File: config.mk
export PLATFORM = sky130hd
export DESIGN_NAME = pe_inject_scheduler
export DESIGN_NICKNAME = d
export VERILOG_FILES = /design/src/rtl/pe_inject_scheduler.sv
export SDC_FILE = /design/constraint.sdc
export NUM_CORES = 1
export LEC_CHECK = 0
export CAP_MARGIN = 20
export CORE_ASPECT_RATIO = 1.25
export CORE_MARGIN = 2
export CORE_UTILIZATION = 39
export DETAILED_ROUTE_END_ITERATION = 6
export PLACE_DENSITY = 0.85
export SYNTH_ARGS = -nofsm -noshare
export SYNTH_HDL_FRONTEND = slang
export SYNTH_SLANG_ARGS = --single-unit
File: constraint.sdc
create_clock -name clk -period 3.4 [get_ports clk]
set_clock_uncertainty 0.1 [all_clocks]
set_input_delay 0.34 -clock clk [delete_from_list [all_inputs] [get_ports clk]]
set_output_delay 0.34 -clock clk [all_outputs]
set_load 0.05 [all_outputs]
File: src/rtl/pe_inject_scheduler.sv
// pe_inject_scheduler: credit-based injection scheduler sharing one 20-bit
// flit link between N processing-element sources. Round-robin arbitration
// is locked per packet (head..tail), and downstream buffer credits returned
// on ci keep the router input buffer from overflowing.
module pe_inject_scheduler #(
  parameter int N       = 4,  // number of requesting sources (2..8)
  parameter int CREDITS = 4,  // downstream buffer depth (1..7)
  parameter int CW      = 3   // credit counter width, 2^CW > CREDITS
) (
  input  logic            clk,
  input  logic            RST,        // asynchronous, active low
  input  logic [N-1:0]    req_valid,
  input  logic [20*N-1:0] req_data,
  output logic [N-1:0]    req_ready,
  input  logic            ci,
  output logic [19:0]     dataout,
  output logic            out_valid,
  output logic [CW-1:0]   credits,
  output logic            proto_err
);

  localparam int          IW       = (N > 1) ? $clog2(N) : 1;
  localparam logic [CW-1:0] CRED_MAX = CW'(CREDITS);

  typedef enum logic { ST_IDLE, ST_LOCK } state_e;

  typedef enum logic [1:0] {
    FT_BODY   = 2'b00,
    FT_TAIL   = 2'b01,
    FT_HEAD   = 2'b10,
    FT_SINGLE = 2'b11
  } flit_type_e;

  state_e          state_q, state_d;
  logic [IW-1:0]   owner_q, owner_d;
  logic [IW-1:0]   rr_ptr_q, rr_ptr_d;
  logic [CW-1:0]   credits_q, credits_d;
  logic [19:0]     dataout_q, dataout_d;
  logic            out_valid_q, out_valid_d;
  logic            proto_err_q, proto_err_d;

  logic            grant_found;
  logic [IW-1:0]   grant_idx;
  logic            send;
  logic [19:0]     sel_flit;
  flit_type_e      sel_type;

  // Pick the candidate source: round-robin search in IDLE, the owner in LOCK.
  // NOTE: every variable assigned in an always_comb gets a default at the top,
  // so no path through the block leaves it unassigned and no latch is inferred.
  always_comb begin
    int idx;
    grant_found = 1'b0;
    grant_idx   = '0;
    idx         = 0;
    if (state_q == ST_IDLE) begin
      for (int k = 1; k <= N; k++) begin
        idx = int'(rr_ptr_q) + k;
        if (idx >= N) idx = idx - N;
        if (!grant_found && req_valid[idx]) begin
          grant_found = 1'b1;
          grant_idx   = IW'(idx);
        end
      end
    end else begin
      grant_idx   = owner_q;
      grant_found = req_valid[owner_q];
    end
  end

  // One-hot ready to the candidate only while a downstream credit is available;
  // also select the candidate's flit for the output register.
  always_comb begin
    req_ready = '0;
    sel_flit  = '0;
    if (grant_found && (credits_q != '0)) req_ready[grant_idx] = 1'b1;
    for (int i = 0; i < N; i++) begin
      if (grant_idx == IW'(i)) sel_flit = req_data[i*20 +: 20];
    end
    sel_type = flit_type_e'(sel_flit[19:18]);
    send     = |(req_valid & req_ready);
  end

  // Next-state: packet lock FSM, round-robin pointer, credits, output flit.
  always_comb begin
    state_d     = state_q;
    owner_d     = owner_q;
    rr_ptr_d    = rr_ptr_q;
    credits_d   = credits_q;
    proto_err_d = proto_err_q;
    dataout_d   = dataout_q;
    out_valid_d = send;

    if (send) begin
      dataout_d = sel_flit;
      unique case (state_q)
        ST_IDLE: begin
          rr_ptr_d = grant_idx;
          unique case (sel_type)
            FT_HEAD: begin
              state_d = ST_LOCK;
              owner_d = grant_idx;
            end
            FT_SINGLE: state_d = ST_IDLE;
            default:   proto_err_d = 1'b1;  // body/tail without a head
          endcase
        end
        ST_LOCK: begin
          unique case (sel_type)
            FT_TAIL: state_d = ST_IDLE;
            FT_BODY: state_d = ST_LOCK;
            default: proto_err_d = 1'b1;    // head inside a packet: restart, keep lock
          endcase
        end
        default: state_d = ST_IDLE;
      endcase
    end

    // A credit returned this cycle only becomes usable next cycle.
    if (send && !ci) begin
      credits_d = credits_q - CW'(1);
    end else if (!send && ci) begin
      if (credits_q == CRED_MAX) proto_err_d = 1'b1;
      else                       credits_d   = credits_q + CW'(1);
    end
  end

  // State registers; reset drops any lock and restores the full credit count.
  // NOTE: sequential state uses non-blocking assignments so every flop samples
  // the pre-edge values of the others, independent of statement order.
  always_ff @(posedge clk or negedge RST) begin
    if (!RST) begin
      state_q     <= ST_IDLE;
      owner_q     <= '0;
      rr_ptr_q    <= '0;
      credits_q   <= CRED_MAX;
      dataout_q   <= '0;
      out_valid_q <= 1'b0;
      proto_err_q <= 1'b0;
    end else begin
      state_q     <= state_d;
      owner_q     <= owner_d;
      rr_ptr_q    <= rr_ptr_d;
      credits_q   <= credits_d;
      dataout_q   <= dataout_d;
      out_valid_q <= out_valid_d;
      proto_err_q <= proto_err_d;
    end
  end

  assign dataout   = dataout_q;
  assign out_valid = out_valid_q;
  assign credits   = credits_q;
  assign proto_err = proto_err_q;

endmodule

Word-level counts from Yosys, hierarchy flattened:

Index checks and enable logic that the tools add are counted.

* reduce and logical (&&, ||, !) cells: 22
* magnitude comparators: 11
* bitwise gates (word level): 2
* mux-type cells: 55
* add/sub/neg operators: 10
* equal/unequal tests: 8

Operators by type and width (count)
* 32-bit two-way mux: 8
* 32-bit by 4-bit < comparator with 1-bit output, second input constant: 4
* 20-bit two-way mux: 4
* 1-bit two-way mux: 26
* 3-bit by 3-bit subtractor with 4-bit output, second input constant: 3
* 1-bit binary-select mux with 2-bit select: 5
* 2-bit two-way mux: 5
* 3-bit >= comparator, second input constant: 3
* 3-bit two-way mux: 3
* 2-bit == test, second input constant: 4
* 1-bit logical AND: 7
* 2-bit by 2-bit adder with 3-bit output, second input constant: 2
* 2-bit by 3-bit < comparator with 1-bit output, second input constant: 2
* 1-bit logical NOT: 5
* 4-bit by 3-bit subtractor with 5-bit output, second input constant: 1
* 2-bit by 3-bit adder with 4-bit output, second input constant: 1
* 4-bit bitwise AND: 1
* 2-bit by 1-bit == test with 1-bit output, second input constant: 2
* 4-bit by 3-bit >= comparator with 1-bit output, second input constant: 1
* 2-bit logical NOT: 2
* 4-bit two-way mux: 1
* 1-bit case mux with 2 select lines: 2
* 2-bit AND reduction: 2
* 2-bit OR reduction: 2
* other kinds (12): 12

* output and inout bits: 29
* register bits after elaboration: 30

Logic depth before layout (Yosys ltp):

Gate-level depths: netlist of the first run.

* word-level depth: 34
* gate-level depth with buffers: 11
* gate-level depth less buffers: 9

Least setup slack after synthesis of the first run:

No wires, ideal clock.

* path type: register to output
* start point: reg rr_ptr_q[0]
* end point: out req_ready[0]
* stages on the path, launching flop included: 7
* slack: 589 ps
* data arrival time: 2371 ps
* data required time: 2960 ps
* buffers on the path: 2
* path through: dfrtp_1 nand2b_1 o221a_2 nand2b_1 buf_2 buf_2 nor3_1

* longest elaborated chain between the ends: 26
* elaborated cells on any way between the ends: 58

Ends and longest elaborated chain
* start: declaration: line 36 `logic [IW-1:0] rr_ptr_q, rr_ptr_d;`
* start signal: assignment: line 143 `rr_ptr_q <= rr_ptr_d;`
* 2-bit by 1-bit adder with 3-bit output: line 58 `idx = int'(rr_ptr_q) + k;`
* 3-bit by 3-bit subtractor with 4-bit output / 3-bit >= comparator (equally long branches): line 59 `if (idx >= N) idx = idx - N;`
* 32-bit two-way mux: line 59
* 32-bit two-way mux: line 56 `if (state_q == ST_IDLE) begin`
* 1-bit binary-select mux with 2-bit select: line 60 `if (!grant_found && req_valid[idx]) begin`
* 1-bit two-way mux (not written as such) (2 in series): line 60
* 1-bit two-way mux: line 60
* 1-bit two-way mux: line 56
* (+9 left out)
* 1-bit logical AND: line 60
* 2-bit two-way mux: line 60
* 2-bit two-way mux: line 56
* 2-bit by 3-bit < comparator with 1-bit output (not written as such) / 2-bit by 1-bit >= comparator with 1-bit output (equally long branches): line 76 `if (grant_found && (credits_q != '0)) req_ready[grant_idx] = 1'b1;`
* 1-bit logical AND (not written as such): line 76
* 1-bit two-way mux (not written as such): line 76
* 1-bit demux with 2-bit select: line 76
* 4-bit two-way mux (*): line 76
* end: declaration: line 14 `output logic [N-1:0] req_ready,`

Every way passes the cells marked *; elsewhere a longest branch is shown, timed or not. The select of a mux whose other input is x is not followed.

Worst setup path after layout of the first run:

* start point: in req_valid[1]
* end point: out req_ready[3]

* longest elaborated chain between the ends: 22
* elaborated cells on any way between the ends: 40

Ends and longest elaborated chain
* start: declaration: line 12 `input logic [N-1:0] req_valid,`
* 1-bit binary-select mux with 2-bit select: line 60
* 1-bit two-way mux (not written as such) (2 in series): line 60
* 1-bit two-way mux: line 60
* 1-bit two-way mux: line 56
* 1-bit logical NOT: line 60
* 1-bit logical AND: line 60
* 1-bit two-way mux: line 60
* 1-bit two-way mux: line 56
* (+5 left out)
* 1-bit logical AND: line 60
* 2-bit two-way mux: line 60
* 2-bit two-way mux: line 56
* 2-bit by 3-bit < comparator with 1-bit output (not written as such) / 2-bit by 1-bit >= comparator with 1-bit output (equally long branches): line 76
* 1-bit logical AND (not written as such): line 76
* 1-bit two-way mux (not written as such): line 76
* 1-bit demux with 2-bit select: line 76
* 4-bit two-way mux (*): line 76

Marked as above.

==> impl_metrics.tcl, run 1 <==
set metrics [dict create \
    outcome "completed" \
    overflow 0 \
    peakVddDrop_mv 0.534 \
    cellPowerDensity_mw_per_mm2 1040 \
    path_max_fanout 26 \
    drc 0 \
    stdcell_area_mm2 0.00344 \
    grt_max_degree 31 \
    die_h_um 86.2 \
    crit_type "in -> out" \
    ys_ff_latch 30 \
    cts_tree "done" \
    rsz0062_at_grt "no" \
    synthCells 182 \
    period_share 0.840 \
    initial_core_util 0.409 \
    place_inst 355 \
    ioPinCount 116 \
    firstDrtPassIters 4 \
    chipWidth_um 69.7 \
    power.leakage_nw 1.47 \
    synth.avg_cell_area_um2 11.6 \
    clk_latency_ns 0.29 \
    ctsResizeCount 0 \
    fin_cells 363 \
    numPortBuffers 115 \
    antenna_left 0 \
    synth_seq_area_share 0.357 \
    fp.coreArea_mm2 0.00515 \
    tns_ns 0 \
    grt_pass1_vias 1992 \
    yosys.area.top_type "dfrtp_1" \
    via_per_inst 5.15 \
    cp-start-kind "input port" \
    cts_setup_buffers 0 \
    setup_viol 0 \
    syn-cell-area_mm2 0.00211 \
    setup_ws_ns 0.545 \
    nNetsFinal 390 \
    hp-class "in -> async" \
    hold_viol_final 0 \
    cts_made_buffers 5 \
    place.gp.congestion 0.747 \
    finalPower_mw 3.59 \
    slew_viol_final 0 \
    maxCapViolCount 0 \
    critPathRequiredTime_ns 2.96 \
    path_clk_slew_ns 0.06 \
    syn_to_final_growth_pct 63.4 \
    post_dp_cell_area_mm2 0.00335 \
    clockBufferDepth 2 \
    grt_first_pass_wirelength_mm 9.09 \
    synth_common_cells "mux2i_1, dfrtp_1, mux2_2, o21ai_0" \
    critPathCaptureType "output pin" \
    synth-main-ff-cell "dfrtp_1" \
    synth_top_area_frac 0.344 \
    synth_edf_count 0 \
    hpwl_mm 4.37 \
    wl_per_cell_um 15.4 \
    drive_above_1_share 0.166 \
    postCtsHoldBufs 0 \
    crit_arrival_ns 2.41 \
    dieArea_mm2 0.00601 \
    htreeDepth 2 \
    synthDistinctLibCells 36 \
    drt_wl_total_mm 5.59 \
    slew_headroom 0.642 \
    netlist_top_cells_area "dfrtp_1, mux2i_1, mux2_2, mux4_2, o21ai_0" \
    cts_sinks 30 \
    min_period_ns 2.85 \
    n_antenna_cell 0 \
    antenna_found_initial 0 \
    synth_most_common_cell "mux2i_1" \
    synthArstFlopShare 1.00 \
    num_rows 29 \
    cts_root_buffer "clkbuf_8" \
    drt_iter0_markers 54 \
    syn-num-nets 272 \
    ys_warn_count 0 \
    fmax_mhz 350 \
    grt_use_total 0.191 \
    vias 1868 \
    dp_slack_ns 0.476 \
    worst_pin_slew_ns 0.535 \
]
where the power goes:
part	switching [mW]	internal, mW
registers	0.124	0.556
logic	1.43	1.18
clock network	0.136	0.163
metrics by stage:
stage	utilization	hold slack, ns
final	0.668	0.343
after global routing	0.668	0.379
after CTS	0.668	0.355
after detailed placement	0.650	0.396
after global placement	0.650	0.389
after floorplan	-	-0.0556
layer usage:
layer	vias to the layer above	routed length, um	track usage
met3	14	450	0.0605
met5	-	0	0
met2	77	2890	0.342
met4	0	131	0.0892
li1	899	-	-
met1	878	2120	0.207
worst max-delay path: stages:
cell and delay [ns]:
clkdlybuf4s50_1 0.50, mux4_1 0.53, and2_1 0.17, o32a_2 0.20, buf_4 0.26, and3_1 0.26
buf_12 0.15
flip-flops by register name (all words and copies together), names as in the netlist:
register	cells
credits	3
dataout	20
out_valid	1
owner_q	2
proto_err	1
rr_ptr_q	2
state_q	1
worst paths after layout:
kind	startpoint	to	slack [ns]	cells past startpoint
worst min register to register	dataout[13]	dataout[13]	0.41	1
worst max register to register	rr_ptr_q[0]	owner_q[1]	0.93	7
worst min-delay path	RST	dataout[12]	0.34	2
max in group asynchronous	RST	credits[2]	2.54	2
min in group clk	dataout[13]	dataout[13]	0.41	1
worst max-delay path	req_valid[1]	req_ready[3]	0.55	7
final cells by class:
type,instances,area [um^2]
Fill cell,415,1710
Multi-Input combinational cell,134,1240
Timing Repair Buffer,121,1240
Sequential cell,30,752
Clock buffer,7,86.3
Tap cell,62,77.6
Inverter,8,42.5
Clock inverter,1,5.00
layout by cell type, fill, tap and decap left out, drive strengths merged, types with 2 or more instances in the layout:
cell           instances
ha                     2
nor2b                  4
dfrtp                 29
nand2                  5
o21a                   2
o21ai                 10
clkinv                 2
xor2                   2
mux2i                 54
nor2                   7
buf                   10
mux2                  23
clkdlybuf4s50        111
nand2b                 4
mux4                   3
inv                    7
a21oi                  3
clkbuf                 7
logic make-up after synthesis:
kind of cell	Yosys count	synth area share
flops	30	0.357
xor+xnor	3	0.0125
buf+inv	18	0.0546
compound gates	22	0.0778
simple gates	26	0.0635
mux	80	0.413
fa+ha+maj	3	0.0214
(Power assumes the default switching activity.)
==> run 2, diff against run 1 <==
CORE_UTILIZATION = 35   (was 39)
PLACE_DENSITY = 0.81   (was 0.85)
clock period = 2.5 ns   (was 3.4 ns; I/O delays follow)
==> run 2 against run 1 <==
Critical path type unchanged. Sequential share of layout area fell by 1.4 points. Clock-buffer cell count fell by 1. Flip-flop and latch count did not move. Via count rose by 6.1%. Register-to-register slack got worse by 0.75 ns. Sequential power rose by 35%. Die area rose by 11%. Critical endpoint is now req_ready[0]. Critical path depth rose by 1. Clock power rose by 110%. Non-clock buffer count rose by 18. Power rose by 51%. Utilization fell by 3.6 points.
==> impl_metrics.tcl, run 2 (synthesis results as in run 1) <==
set metrics [dict create \
    vias 1982 \
    finalPower_mw 5.43 \
    cts_root_buffer "clkbuf_8" \
    slew_viol_final 0 \
    initial_core_util 0.362 \
    drc 0 \
    ioPinCount 116 \
    grt_first_pass_wirelength_mm 9.78 \
    final_cell_mix "clkdlybuf4s50_1, mux2i_1, dfrtp_1" \
    grt_max_degree 31 \
    power.leakage_nw 1.60 \
    worst_pin_slew_ns 0.527 \
    worstReg2RegStart "owner_q[0]" \
    stdcell_area_mm2 0.00368 \
    reg2reg_to "credits[2]" \
    r2r_slack_ns 0.18 \
    clk_latency_ns 0.28 \
    via_per_inst 5.15 \
    grt_use_total 0.190 \
    maxCapViolCount 0 \
    crit_path_end "req_ready[0]" \
    fmax_mhz 416 \
    fp.coreArea_mm2 0.00582 \
    cp-start-kind "input port" \
    finish.utilization 0.632 \
    r2r_cells 8 \
    drt_iter0_markers 84 \
    dieArea_mm2 0.00666 \
    antenna_found_initial 0 \
    cts_made_buffers 5 \
    path_max_fanout 14 \
    cts_sinks 30 \
    swShare 0.439 \
    crit_arrival_ns 2.06 \
    p_int_mw 3.04 \
    drive_above_1_share 0.229 \
    peakVddDrop_mv 0.594 \
    clockBufferDepth 2 \
    clockPowerShare 0.114 \
    place.gp.congestion 0.911 \
    drt_wl_total_mm 5.87 \
    outcome "completed" \
    min_period_ns 2.41 \
    critPathCaptureType "output pin" \
    n_antenna_cell 0 \
    cts_tree "done" \
    crit_path_start "req_valid[1]" \
    slew_headroom 0.648 \
    grt_pass1_vias 2215 \
    setup_viol 0 \
    critPathRequiredTime_ns 2.15 \
    hold_viol_final 0 \
    power.switching_mw 2.38 \
    syn_to_final_growth_pct 74.6 \
    pwr-share-comb 0.716 \
    htreeDepth 2 \
    hp-class "in -> async" \
    overflow 0 \
    nNetsFinal 408 \
    period_share 0.962 \
    post_dp_cell_area_mm2 0.00348 \
    final_common_cell "clkdlybuf4s50_1" \
    wl_per_cell_um 15.2 \
    die_h_um 90.7 \
    cellPowerDensity_mw_per_mm2 1470 \
    num_rows 31 \
    firstDrtPassIters 4 \
    crit_type "in -> out" \
    antenna_left 0 \
    path_clk_slew_ns 0.07 \
    chipWidth_um 73.4 \
    numPortBuffers 115 \
    hpwl_mm 4.71 \
    rsz0062_at_grt "yes" \
    pwr-share-seq 0.169 \
    largest_reg_flops 20 \
]
run 2: cell count changes in the layout (fill, tap and decap cells not counted), sizes merged:
cell    delta
buf       +18
clkbuf     -1
bufinv     +2
clkinv     -1
run 2: how the worst min path moves through the flow:
stage	endpoint	slack [ns]
CTS	dataout[13]	0.27
global route	dataout[14]	0.31
detailed placement	proto_err	0.39
global placement	proto_err	0.39
finish	dataout[13]	0.26
floorplan	credits[0]	-0.15
run 2: what timing repair did:
action	in CTS	in global routing
hold buffers	0	0
buffers inserted	2	3
endpoints found under the setup margin	3	3
pin swaps	1	0
gates resized for setup	5	1
run 2: per-layer routing:
layer | track usage | wire length (um) | vias to the layer above
met1 | 0.179 | 1960 | 970
met3 | 0.0569 | 373 | 11
met4 | 0.0833 | 116 | 0
met5 | 0 | 0 | -
li1 | - | - | 930
met2 | 0.362 | 3420 | 71
run 2: cell type report:
class,count,area [um^2]
Clock inverter,2,60.1
Multi-Input combinational cell,134,1260
Sequential cell,30,752
Timing Repair Buffer,139,1400
Tap cell,66,82.6
Inverter,8,42.5
Fill cell,489,2140
Clock buffer,6,82.6
run 2: per-stage QoR:
| stage | hold WS [ns] | std cells | setup TNS, ns | setup slack [ns] |
|---|---|---|---|---|
| after CTS | 0.272 | 382 | 0 | 0.0260 |
| after floorplan | -0.146 | 182 | 0 | 0.00560 |
| final | 0.259 | 385 | 0 | 0.0942 |
| after global routing | 0.310 | 385 | -0.00179 | -0.00179 |
| after global placement | 0.386 | 372 | -0.400 | -0.0573 |
| after detailed placement | 0.387 | 372 | -1.11 | -0.129 |
run 2: worst max-delay path: stages:
cell and delay (ns):
clkdlybuf4s50_1 0.49, buf_4 0.13, nand2b_1 0.07, o221a_2 0.30, nand2b_4 0.20, buf_12 0.17, nor3_2 0.25, buf_12 0.17
run 2: power by group through the flow:
| stage | combinational, mW | clock, mW | sequential [mW] |
|---|---|---|---|
| final | 3.89 | 0.620 | 0.920 |
| after global routing | 4.13 | 0.658 | 0.956 |
| after CTS | 3.88 | 0.633 | 0.924 |
| after detailed placement | 3.77 | 0 | 0.937 |
| after global placement | 3.70 | 0 | 0.922 |
| after floorplan | 1.92 | 0 | 1.60 |
==> run 3, diff against run 2 <==
SETUP_SLACK_MARGIN = 0.3   (was default)
SLEW_MARGIN = 15   (was default)
==> run 3 against run 2 <==
Clock power down 35%. Combinational power up 13%. Cell area grew 3.2%. First-iteration DRC count is 14% lower. Cell count grew 0.52%. Setup slack better by 0.087 ns. Utilization rose by 2.0 points. Global-route usage shrank 0.086 points. Non-clock buffer count up 2. Critical path type is now reg -> out. Critical endpoint is now req_ready[3]. Largest power group unchanged. Highest routed layer unchanged.
==> impl_metrics.tcl, run 3 (synthesis results as in run 1) <==
set metrics [dict create \
    outcome "completed" \
    antenna_left 0 \
    fp.coreArea_mm2 0.00582 \
    clockBufferDepth 2 \
    cts_tree "done" \
    grt_use_total 0.189 \
    fmax_mhz 431 \
    period_share 0.928 \
    cts_made_buffers 5 \
    peakVddDrop_mv 0.678 \
    rsz0062_at_grt "yes" \
    finish.utilization 0.653 \
    grt_pass1_vias 2137 \
    drc 0 \
    m1WireLength_mm 2.31 \
    ioPinCount 116 \
    cts_sinks 30 \
    grt_first_pass_wirelength_mm 9.78 \
    worst_pin_slew_ns 0.529 \
    cts_root_buffer "clkbuf_8" \
    syn_to_final_growth_pct 80.3 \
    cellPowerDensity_mw_per_mm2 1510 \
    dieArea_mm2 0.00666 \
    highest_layer "met4" \
    largest_reg_flops 20 \
    overflow 0 \
    cp-start-kind "register" \
    tns_ns 0 \
    vias 1948 \
    die_h_um 90.7 \
    drt_wl_total_mm 6.17 \
    nNetsFinal 410 \
    maxCapViolCount 0 \
    htreeDepth 2 \
    hpwl_mm 4.60 \
    min_period_ns 2.32 \
    grt_max_degree 31 \
    postCtsHoldBufs 0 \
    clk_latency_ns 0.28 \
    route.met3.wl_um 468 \
    critPathCaptureType "output pin" \
    via_per_inst 5.03 \
    hold_viol_final 0 \
    r2r_slack_ns 0.21 \
    path_max_fanout 7 \
    antenna_found_initial 0 \
    critPathRequiredTime_ns 2.15 \
    wl_per_cell_um 15.9 \
    path_clk_slew_ns 0.07 \
    nFillCells 468 \
    power.leakage_nw 1.65 \
    worstReg2RegStart "owner_q[0]" \
    crit_arrival_ns 1.97 \
    hp-class "in -> async" \
    crit_type "reg -> out" \
    num_rows 31 \
    setup_viol 0 \
    chipWidth_um 73.4 \
    slew_headroom 0.646 \
    final_common_cell "clkdlybuf4s50_1" \
    firstDrtPassIters 4 \
    initial_core_util 0.362 \
    fin_cells 387 \
    numPortBuffers 115 \
    n_antenna_cell 0 \
    drive_above_1_share 0.255 \
    finalPower_mw 5.73 \
    wl_met2_mm 3.25 \
    reg2reg_to "credits[2]" \
    final_cell_mix "clkdlybuf4s50_1, mux2i_1, dfrtp_1" \
    slew_viol_final 0 \
    drt_iter0_markers 72 \
    place_inst 364 \
    r2r_cells 10 \
    place.gp.congestion 0.821 \
    hold_slack_ns 0.272 \
]
## run 3: cell types whose count changed in the layout (fill, tap and decap cells not counted), moves of 3 or more
| cell | before | now |
|---|---|---|
| buf_12 | 6 | 9 |
| clkdlybuf4s50_1 | 111 | 107 |
| buf_4 | 21 | 16 |
| o21ai_0 | 8 | 5 |
| o21ai_1 | 2 | 5 |
| dlygate4sd2_1 | 0 | 4 |
## run 3: how the worst max path moves through the flow
stage / start / end / slack [ns]
final: owner_q[0] / req_ready[3] / 0.18
after global routing: state_q / req_ready[1] / 0.1
after CTS: owner_q[0] / req_ready[3] / 0.16
after detailed placement: req_valid[3] / credits[2] / -0.11
after global placement: req_valid[3] / credits[2] / -0.04
after floorplan: owner_q[0] / credits[2] / 0.13
## run 3: critical path: stages (launching register included)
cell and delay (ns):
dfrtp_1 0.37, mux4_2 0.50, and2_4 0.15, o32a_4 0.21, buf_12 0.15, and3_4 0.18, buf_12 0.14
## run 3: what timing repair did
action | CTS | global route
gates resized for setup | 19 | 10
hold endpoints to repair | 0 | 0
setup endpoints to repair | 20 | 30
buffers inserted | 6 | 7
gates cloned | 1 | 1
pin swaps | 4 | 4
## run 3: per-layer routing
layer | vias to the layer above | GRT usage
li1 | 937 | -
met1 | 922 | 0.208
met2 | 77 | 0.327
met3 | 12 | 0.0625
met4 | 0 | 0.0773
met5 | - | 0
## run 3: stage by stage
stage | worst slack, ns | cell area, um^2
after CTS | 0.158 | 3680
after detailed placement | -0.113 | 3460
final | 0.181 | 3800
after global placement | -0.0408 | 3460
after global routing | 0.0953 | 3800
after floorplan | 0.129 | 2150
## run 3: final cells by class
type / count / area, um^2 / area share
Clock inverter: 1 / 5.00 / 0.00132
Sequential cell: 30 / 752 / 0.198
Inverter: 8 / 42.5 / 0.0112
Multi-Input combinational cell: 134 / 1330 / 0.350
Tap cell: 66 / 82.6 / 0.0217
Timing Repair Buffer: 141 / 1500 / 0.395
Clock buffer: 7 / 86.3 / 0.0227
## run 3: report_power, final
| part | total [mW] | switching [mW] | leakage, nW | internal, mW |
|---|---|---|---|---|
| Sequential | 0.936 | 0.180 | 0.348 | 0.756 |
| Combinational | 4.39 | 2.14 | 1.26 | 2.25 |
| Clock | 0.404 | 0.182 | 0.0482 | 0.222 |
